**config.mk**
```make
export PLATFORM = sky130hd
export DESIGN_NAME = wf68k30l_multiplier
export DESIGN_NICKNAME = d
export VERILOG_FILES = /design/src/rtl/wf68k30l_multiplier.sv
export SDC_FILE = /design/constraint.sdc
export NUM_CORES = 1
export LEC_CHECK = 0
export ABC_CLOCK_PERIOD_IN_PS = 27600
export CAP_MARGIN = 15
export CORE_ASPECT_RATIO = 0.75
export CORE_MARGIN = 10
export CORE_UTILIZATION = 25
export CTS_BUF_LIST = sky130_fd_sc_hd__clkbuf_2
export DETAILED_ROUTE_END_ITERATION = 16
export SLEW_MARGIN = 40
export SYNTH_ARGS = -nofsm -noshare
export SYNTH_HDL_FRONTEND = slang
export SYNTH_SLANG_ARGS = --single-unit
```
**constraint.sdc**
```tcl
create_clock -name CLK -period 27.6 [get_ports CLK]
set_input_delay 4.14 -clock CLK [delete_from_list [all_inputs] [get_ports CLK]]
set_output_delay 4.14 -clock CLK [all_outputs]
set_load 0.02 [all_outputs]
```
**src/rtl/wf68k30l_multiplier.sv**
```systemverilog
`default_nettype none
// ============================================================================
// wf68k30l_multiplier : radix-2 shift-add multiplier for MULS/MULU (W, L, L64)
// Revision : 1.0
// ============================================================================
module wf68k30l_multiplier (
  input  logic        CLK,
  input  logic        RESETn,
  input  logic        ALU_INIT,
  input  logic [6:0]  OP_IN,
  input  logic [6:0]  OP,
  input  logic [1:0]  OP_SIZE,
  input  logic [15:0] BIW_1,
  input  logic [31:0] OP1,
  input  logic [31:0] OP2,
  output logic [31:0] RESULT_LO,
  output logic [31:0] RESULT_HI,
  output logic        VFLAG_MUL,
  output logic        MUL_RDY,
  output logic        MUL_BUSY
);

  localparam logic [6:0] C_MULS = 7'd40;
  localparam logic [6:0] C_MULU = 7'd41;
  localparam logic [1:0] C_LONG = 2'd0;
  localparam logic [1:0] C_WORD = 2'd1;

  typedef enum logic [1:0] {MUL_IDLE = 2'd0, MUL_INIT = 2'd1, MUL_CALC = 2'd2} state_t;

  state_t      state_q, state_d;
  logic        signed_q, signed_d;
  logic        word_q, word_d;
  logic        long64_q, long64_d;
  logic        sign_q, sign_d;
  logic [5:0]  bitcnt_q, bitcnt_d;
  logic [31:0] mcand_q, mcand_d;
  logic [31:0] mplier_q, mplier_d;
  logic [31:0] acc_q, acc_d;
  logic [31:0] res_lo_q, res_lo_d;
  logic [31:0] res_hi_q, res_hi_d;
  logic        vflag_q, vflag_d;
  logic        rdy_q, rdy_d;

  logic        w_op_s, w_size_w, w_a_neg, w_b_neg;
  logic [31:0] w_a_ext, w_b_ext, w_a_abs, w_b_abs;
  logic [32:0] w_sum;
  logic [31:0] w_acc_nxt, w_mpl_nxt;
  logic [63:0] w_mag, w_prod;
  logic        w_unused;

  assign w_unused = ^{BIW_1[15:11], BIW_1[9:0]};

  // Operand conditioning from the live inputs, consumed in MUL_INIT.
  assign w_op_s   = (OP == C_MULS);
  assign w_size_w = (OP_SIZE == C_WORD);
  assign w_a_ext  = w_size_w ? {{16{w_op_s & OP1[15]}}, OP1[15:0]} : OP1;
  assign w_b_ext  = w_size_w ? {{16{w_op_s & OP2[15]}}, OP2[15:0]} : OP2;
  assign w_a_neg  = w_op_s & w_a_ext[31];
  assign w_b_neg  = w_op_s & w_b_ext[31];
  assign w_a_abs  = w_a_neg ? (~w_a_ext + 32'd1) : w_a_ext;
  assign w_b_abs  = w_b_neg ? (~w_b_ext + 32'd1) : w_b_ext;

  // One shift-add step; the 33rd sum bit is the carry shifted into acc_hi.
  assign w_sum     = {1'b0, acc_q} + (mplier_q[0] ? {1'b0, mcand_q} : 33'd0);
  assign w_acc_nxt = w_sum[32:1];
  assign w_mpl_nxt = {w_sum[0], mplier_q[31:1]};
  // After 16 steps a word product sits 16 bits above its natural position.
  assign w_mag     = word_q ? {16'd0, w_acc_nxt, w_mpl_nxt[31:16]} : {w_acc_nxt, w_mpl_nxt};
  assign w_prod    = sign_q ? (~w_mag + 64'd1) : w_mag;

  always_comb begin
    state_d  = state_q;
    signed_d = signed_q;
    word_d   = word_q;
    long64_d = long64_q;
    sign_d   = sign_q;
    bitcnt_d = bitcnt_q;
    mcand_d  = mcand_q;
    mplier_d = mplier_q;
    acc_d    = acc_q;
    res_lo_d = res_lo_q;
    res_hi_d = res_hi_q;
    vflag_d  = vflag_q;
    rdy_d    = 1'b0;
    case (state_q)
      MUL_IDLE: begin
        if (ALU_INIT && (OP_IN == C_MULS || OP_IN == C_MULU)) state_d = MUL_INIT;
      end
      MUL_INIT: begin
        signed_d = w_op_s;
        word_d   = w_size_w;
        long64_d = BIW_1[10];
        sign_d   = w_a_neg ^ w_b_neg;
        mcand_d  = w_a_abs;
        mplier_d = w_b_abs;
        acc_d    = 32'd0;
        bitcnt_d = w_size_w ? 6'd16 : 6'd32;
        if (w_a_abs == 32'd0 || w_b_abs == 32'd0) begin
          res_lo_d = 32'd0;
          res_hi_d = 32'd0;
          vflag_d  = 1'b0;
          rdy_d    = 1'b1;
          state_d  = MUL_IDLE;
        end else begin
          state_d  = MUL_CALC;
        end
      end
      MUL_CALC: begin
        acc_d    = w_acc_nxt;
        mplier_d = w_mpl_nxt;
        bitcnt_d = bitcnt_q - 6'd1;
        if (bitcnt_q == 6'd1) begin
          res_lo_d = w_prod[31:0];
          res_hi_d = w_prod[63:32];
          if (word_q || long64_q)
            vflag_d = 1'b0;
          else if (signed_q)
            vflag_d = (w_prod[63:32] != {32{w_prod[31]}});
          else
            vflag_d = (w_prod[63:32] != 32'd0);
          rdy_d    = 1'b1;
          state_d  = MUL_IDLE;
        end
      end
      default: state_d = MUL_IDLE;
    endcase
  end

  always_ff @(posedge CLK or negedge RESETn) begin
    if (!RESETn) begin
      state_q  <= MUL_IDLE;
      signed_q <= 1'b0;
      word_q   <= 1'b0;
      long64_q <= 1'b0;
      sign_q   <= 1'b0;
      bitcnt_q <= 6'd0;
      mcand_q  <= 32'd0;
      mplier_q <= 32'd0;
      acc_q    <= 32'd0;
      res_lo_q <= 32'd0;
      res_hi_q <= 32'd0;
      vflag_q  <= 1'b0;
      rdy_q    <= 1'b0;
    end else begin
      state_q  <= state_d;
      signed_q <= signed_d;
      word_q   <= word_d;
      long64_q <= long64_d;
      sign_q   <= sign_d;
      bitcnt_q <= bitcnt_d;
      mcand_q  <= mcand_d;
      mplier_q <= mplier_d;
      acc_q    <= acc_d;
      res_lo_q <= res_lo_d;
      res_hi_q <= res_hi_d;
      vflag_q  <= vflag_d;
      rdy_q    <= rdy_d;
    end
  end

  assign RESULT_LO = res_lo_q;
  assign RESULT_HI = res_hi_q;
  assign VFLAG_MUL = vflag_q;
  assign MUL_RDY   = rdy_q;
  assign MUL_BUSY  = (state_q != MUL_IDLE);

endmodule
`default_nettype wire

```
==> Word-level counts from Yosys, hierarchy flattened <==
Index checks and enable logic that the tools add are counted.
Widths: inputs -> output; s select.
{ "word_totals": {"ff_bits": 174, "latch_bits": 0, "ram_bits": 0, "mem_bits_ro": 0, "inputBits": 99, "elab_cells": 77, "mem_count": 0} }
{ "classes": {"add_sub_neg": 5, "n_mul": 0, "div_mod_pow": 0, "n_lt_le_gt_ge": 0, "eq_ne": 11, "shift": 0, "n_mux": 28, "bitwise_logic": 8, "reduce_logical": 12} }
{ "op_table": {"columns": ["operator", "count"], "rows": [
  ["$mux 32", 8],
  ["$pmux 32 s2", 4],
  ["$mux 64", 2],
  ["$add 32x1->32 const B", 2],
  ["$add 64x1->64 const B", 1],
  ["$logic_not 32->1", 2],
  ["$not 32->32", 2],
  ["$not 64->64", 1],
  ["$add 32x32->33", 1],
  ["$ne 32x32->1", 1],
  ["$reduce_bool 32->1", 1],
  ["$eq 7x6->1 const B", 3],
  ["$pmux 6 s2", 1],
  ["$eq 6x1->1 const B", 1],
  ["$mux 1", 6],
  ["$mux 2", 3],
  ["$mux 6", 1],
  ["$ne 2x2->1 const B", 3],
  ["$pmux 2 s3", 1],
  ["$sub 6x1->6 const B", 1],
  ["$and 1x1->1", 4],
  ["$eq 2x1->1 const B", 2],
  ["$pmux 1 s2", 2],
  ["$reduce_bool 2->1", 2],
  ["other kinds (7)", 9]
]} }

==> Depth between registers and ports, before layout <==
{ "depth": {"depth_word": 11, "depth_mapped": 29, "ltp_nobuf": 18} }

==> Least setup slack after synthesis <==
OpenSTA, ideal clock, no wires.
{ "synth_path": {"path_kind": "reg-to-reg", "startpoint": "reg word_q", "endpoint": "reg vflag_q, in the netlist VFLAG_MUL", "setup_time_ns": 0.122, "arrival_ns": 9.362, "slack_ns": 18.116, "path_stages_with_launch": 30, "n_path_buf": 12, "synth_period_minus_slack_ns": 9.484, "cell_sequence": "dfrtp_1 clkbuf_2 clkbuf_1 clkbuf_1 buf_1 buf_1 clkbuf_1 clkbuf_1 buf_1 clkbuf_1 buf_1 buf_1 mux2i_1 ha_1 or4b_1 a222oi_1 nand3_2 a211o_1 or3_4 or4b_1 buf_2 or4b_4 or4b_4 o21ai_4 xor2_2 nand2_1 or3_1 or3_1 a2111o_1 a32o_1"} }
{ "synth_via": {"elab_chain_cells": 9, "word_cells_on_any_way": 11, "cone_classes": "1 x add/sub; 1 x eq/ne; 6 x mux; 1 x bitwise; 2 x reduce/logical"} }
{ "synth_rtl": {"columns": ["item", "line_no", "text"], "rows": [
  ["start, declared", "32", "logic word_q, word_d;"],
  ["start signal, assigned", "147", "word_q <= word_d;"],
  ["$mux 64", "68", "assign w_mag = word_q ? {16'd0, w_acc_nxt, w_mpl_nxt[31:16]} : {w_acc_nxt, w_mpl_nxt};"],
  ["$not 64->64", "69", "assign w_prod = sign_q ? (~w_mag + 64'd1) : w_mag;"],
  ["$add 64x1->64", "69", null],
  ["$mux 64", "69", null],
  ["$ne 32x32->1 or $reduce_bool 32->1 (tied branches)", "118, 120", null],
  ["$mux 1", "117", "else if (signed_q)"],
  ["$mux 1 (*)", "115", "if (word_q || long64_q)"],
  ["$mux 1 (*)", "112", "if (bitcnt_q == 6'd1) begin"],
  ["$pmux 1 s2 (*)", "85", "case (state_q)"],
  ["end signal, assigned", "156", "vflag_q <= vflag_d;"],
  ["end, declared", "41", "logic vflag_q, vflag_d;"]
]} }
Mark *: on every way between the ends. The rest lies on a longest branch, timed or not. The select of a mux whose other input is x is not followed.
A chain may end at the register's enable or synchronous reset.

==> Worst setup path in the final report <==
{ "layout_path": {"startpoint": "in OP2[8]", "endpoint": "reg res_lo_q[13], in the netlist RESULT_LO[13]"} }
{ "layout_via": {"elab_chain_cells": 8} }
{ "layout_rtl": {"columns": ["item", "line_no", "text"], "rows": [
  ["start, declared", "15", "input logic [31:0] OP2,"],
  ["$mux 32 (*)", "57", "assign w_b_ext = w_size_w ? {{16{w_op_s & OP2[15]}}, OP2[15:0]} : OP2;"],
  ["$not 32->32", "61", "assign w_b_abs = w_b_neg ? (~w_b_ext + 32'd1) : w_b_ext;"],
  ["$add 32x1->32", "61", null],
  ["$mux 32 (*)", "61", null],
  ["$logic_not 32->1 (*)", "98", "if (w_a_abs == 32'd0 || w_b_abs == 32'd0) begin"],
  ["$logic_or 1x1->1 (*)", "98", null],
  ["$ne 2x2->1 (no line) (*)", null, null],
  ["$reduce_and 3->1 (no line) (*)", null, null],
  ["end signal, assigned", "154", "res_lo_q <= res_lo_d;"],
  ["end, declared", "39", "logic [31:0] res_lo_q, res_lo_d;"]
]} }
Mark *: on every way between the ends. The rest lies on a longest branch, timed or not.

==> results.sh <==
export IMPL_critPathMaxFanout=51
export IMPL_grt_pass1_vias=13700
export IMPL_hold_class="register to register"
export IMPL_startpoint_type="input pin"
export IMPL_synth_edff_count=0
export IMPL_max_stage_delay_ns=0.63
export IMPL_multi_input_area_sq_um=9440
export IMPL_clock_latency_ns=0.90
export IMPL_synth_yosys_seq_area_share_pct=30.2
export IMPL_post_cts_buffers=0
export IMPL_yosysMostFrequentCell="nand2_1"
export IMPL_setup_tns_ns=0
export IMPL_cts_sinks=174
export IMPL_area_delta_synth_final_pct=17.7
export IMPL_status="complete, no violations"
export IMPL_min_period_over_period_pct=31.5
export IMPL_place_congestion=0.922
export IMPL_port_buffers=149
export IMPL_clockPowerShare_pct=7.6
export IMPL_nets=2059
export IMPL_finalHoldViolCount=0
export IMPL_core_sq_um=57200
export IMPL_viasPerCell=5.37
export IMPL_drv_slew=0
export IMPL_fp_dieArea_sq_um=67700
export IMPL_drtIter0Drc=1622
export IMPL_h_tree_depth=4
export IMPL_synthTopCellsByArea="dfrtp_1, o21ai_0, a21oi_1, nand2_1, xnor2_1"
export IMPL_switching_share_pct=56.2
export IMPL_tightest_slew_ns=0.824
export IMPL_net_switching_power_mw=1.13
export IMPL_drc=0
export IMPL_syn_avg_cell_area_sq_um=7.79
export IMPL_intPower_mw=0.880
export IMPL_p_leak_nw=6.32
export IMPL_yosysWarnings=0
export IMPL_yosysTopAreaCellShare_pct=30.2
export IMPL_ios=166
export IMPL_grtUsageTotal_pct=15.1
export IMPL_cts_tree="built"
export IMPL_cts_hold_fix_buffers=0
export IMPL_regArea_sq_um=4360
export IMPL_cpMostUsedCell="or4_1"
export IMPL_seqPwrFrac_pct=22.4
export IMPL_yosys_area_top_type="dfrtp_1"
export IMPL_first_pass_iters=7
export IMPL_period_needed_ns=8.70
export IMPL_setup_violations=0
export IMPL_worstPathArrival_ns=9.50
export IMPL_postSynthCellCount=1849
export IMPL_critPathCaptureType="register"
export IMPL_synth_commonest_cells="nand2_1, dfrtp_1, o21ai_0"
export IMPL_cts_root_buf="clkbuf_2"
export IMPL_cp_data_required_time_ns=28.40
export IMPL_rsz0062_at_grt="false"
export IMPL_routedWlPerCell_um=19.5
export IMPL_clkTransAtPathRegs_ns=0.23
export IMPL_crit_slowest_cell="or4_1"
export IMPL_fill_cells=6126
export IMPL_die_w_um=297
export IMPL_finalWorstSetupSlack_ns=18.90
export IMPL_total_power_mw=2.01
export IMPL_crit_chain="clkdlybuf4s50_1, or4_1, or4_1, or4_1, o41ai_1, xor2_1, nor2_1, or4_1, nor4_1, nand4_1, a211o_1, nand3_1, nand2b_1, buf_4, inv_1, a22o_1"
export IMPL_peakVddDrop_v=0.0000663
export IMPL_skew_ns=0.0697
export IMPL_grt_overflow=0
export IMPL_die_h_um=228
export IMPL_synthDistinctLibCells=85
export IMPL_comb_power_share_pct=70.0
export IMPL_cts_resized=0
export IMPL_initial_core_util_pct=25.1
export IMPL_ys_ff_latch=174
export IMPL_grt_pass1_wl_um=82700
export IMPL_fp_row_count=76
export IMPL_slew_headroom_pct=44.5
export IMPL_drive_gt1_share_pct=7.04
export IMPL_synth_area_sq_um=14400
export IMPL_ant_nets=0
export IMPL_antenna_found_initial=1
export IMPL_grt_max_degree=107
export IMPL_synth_ff_type="dfrtp_1"
export IMPL_dp_hpwl_um=41100
export IMPL_syn_num_nets=1990
export IMPL_cts_buffer_depth=2
export IMPL_powerDensity_nw_per_um2=118
export IMPL_wl_um=52800
export IMPL_vias=14600
export IMPL_max_cap_violations=0
export IMPL_crit_type="input pin to register"
export IMPL_async_reset_ff_share_pct=100
export IMPL_fmax_ghz=0.115
export IMPL_cts_buffers=17
export IMPL_post_place_ws_ns=18.09
[path summary, 6_finish.rpt]
path | start | end | slack [ns] | cells after the start
worst max-delay path | OP2[8] | RESULT_LO[13]$_DFFE_PN0P_ | 18.90 | 16
worst max register to register | mplier_q[0]$_DFFE_PN0P_ | VFLAG_MUL$_DFFE_PN0P_ | 19.89 | 18
max in group asynchronous | RESETn | word_q$_DFFE_PN0P_ | 23.45 | 2
min in group asynchronous | RESETn | signed_q$_DFFE_PN0P_ | 3.09 | 1
worst min-delay path | mcand_q[28]$_DFFE_PN0P_ | mcand_q[28]$_DFFE_PN0P_ | 0.52 | 2
worst min register to register | mcand_q[28]$_DFFE_PN0P_ | mcand_q[28]$_DFFE_PN0P_ | 0.52 | 2
[area by class of cell]
type / instances / area share, %
multi-input cells: 1495 / 55.7
flip-flops and latches: 174 / 25.7
repair buffers: 171 / 9.97
well taps: 780 / 5.76
inverters: 59 / 1.31
clock inverters: 12 / 0.945
clock buffers: 20 / 0.591
diodes: 2 / 0.0295
[metal layers]
metal  routed length (um)  global-route usage (%)  part of all wire, %
met1                26900                    23.7                   51
met2                21400                    21.2                   41
met3                 4070                    2.62                  7.7
met4                  431                    2.51                 0.82
met5                    0                       0                    0
[cell families after synthesis]
kind of cell               after synthesis  synth area share, %
AOI/OAI and AO/OA                      564                 24.4
xor gates and xnor gates               136                 8.33
adders and majority gates               42                 3.70
buffers and inverters                  180                 4.71
DFF                                    174                 30.2
muxes                                   67                 4.94
and+or+nand+nor                        686                 23.7
[flip-flops by register name, summed over array words and instances (netlist names), 2 cells and up]
name / cells
RESULT_HI: 32
RESULT_LO: 32
acc_q: 32
bitcnt_q: 6
mcand_q: 32
mplier_q: 32
state_q: 2
[power groups by stage]
stage	clock, mW	combinational [mW]	sequential (mW)
final	0.153	1.41	0.449
after global routing	0.169	1.52	0.461
after CTS	0.158	1.37	0.446
after detailed placement	0	1.37	0.452
after global placement	0	1.35	0.446
after floorplan	0	0.908	0.431
[placed cells by master, fill, tap and decap left out, drive strengths merged, types with 10 or more instances in the layout]
cell type	netlist	final
xnor2	85	85
buf	16	23
nor3	54	54
clkdlybuf4s50	0	148
clkbuf	105	20
a21o	11	11
ha	41	41
or4	12	12
nand2b	13	13
nand4	27	27
xor2	51	51
o31ai	15	15
nor2	166	166
a211oi	10	10
nand3	43	43
and3	10	10
o211ai	12	12
o21a	14	14
mux2i	35	35
nand2	200	200
dfrtp	174	174
o21ai	173	173
or2	12	12
nor4	23	23
and2	44	44
mux2	32	32
a22o	19	19
inv	57	61
or3	31	31
a21oi	154	154
o22ai	33	33
a31oi	28	28
[through the flow]
step | hold slack (ns) | cell area (sq um) | utilization (%) | instances
3_3_place_gp | 0.458 | 16600 | 29.0 | 2678
5_1_grt | 0.557 | 16900 | 29.6 | 2712
4_1_cts | 0.514 | 16900 | 29.5 | 2710
2_1_floorplan | 0.442 | 14400 | - | 1849
3_5_place_dp | 0.465 | 16600 | 29.0 | 2678
6_report | 0.516 | 16900 | 29.6 | 2713
[critical path, delay by kind of cell]
| family | cells | cell delay [ns] |
|---|---|---|
| AO/OA/AOI/OAI | 3 | 0.89 |
| XOR/XNOR | 1 | 0.28 |
| buffers and inverters | 3 | 1.25 |
| AND/OR/NAND/NOR | 9 | 2.89 |
Power figures use the tool's default switching activity.
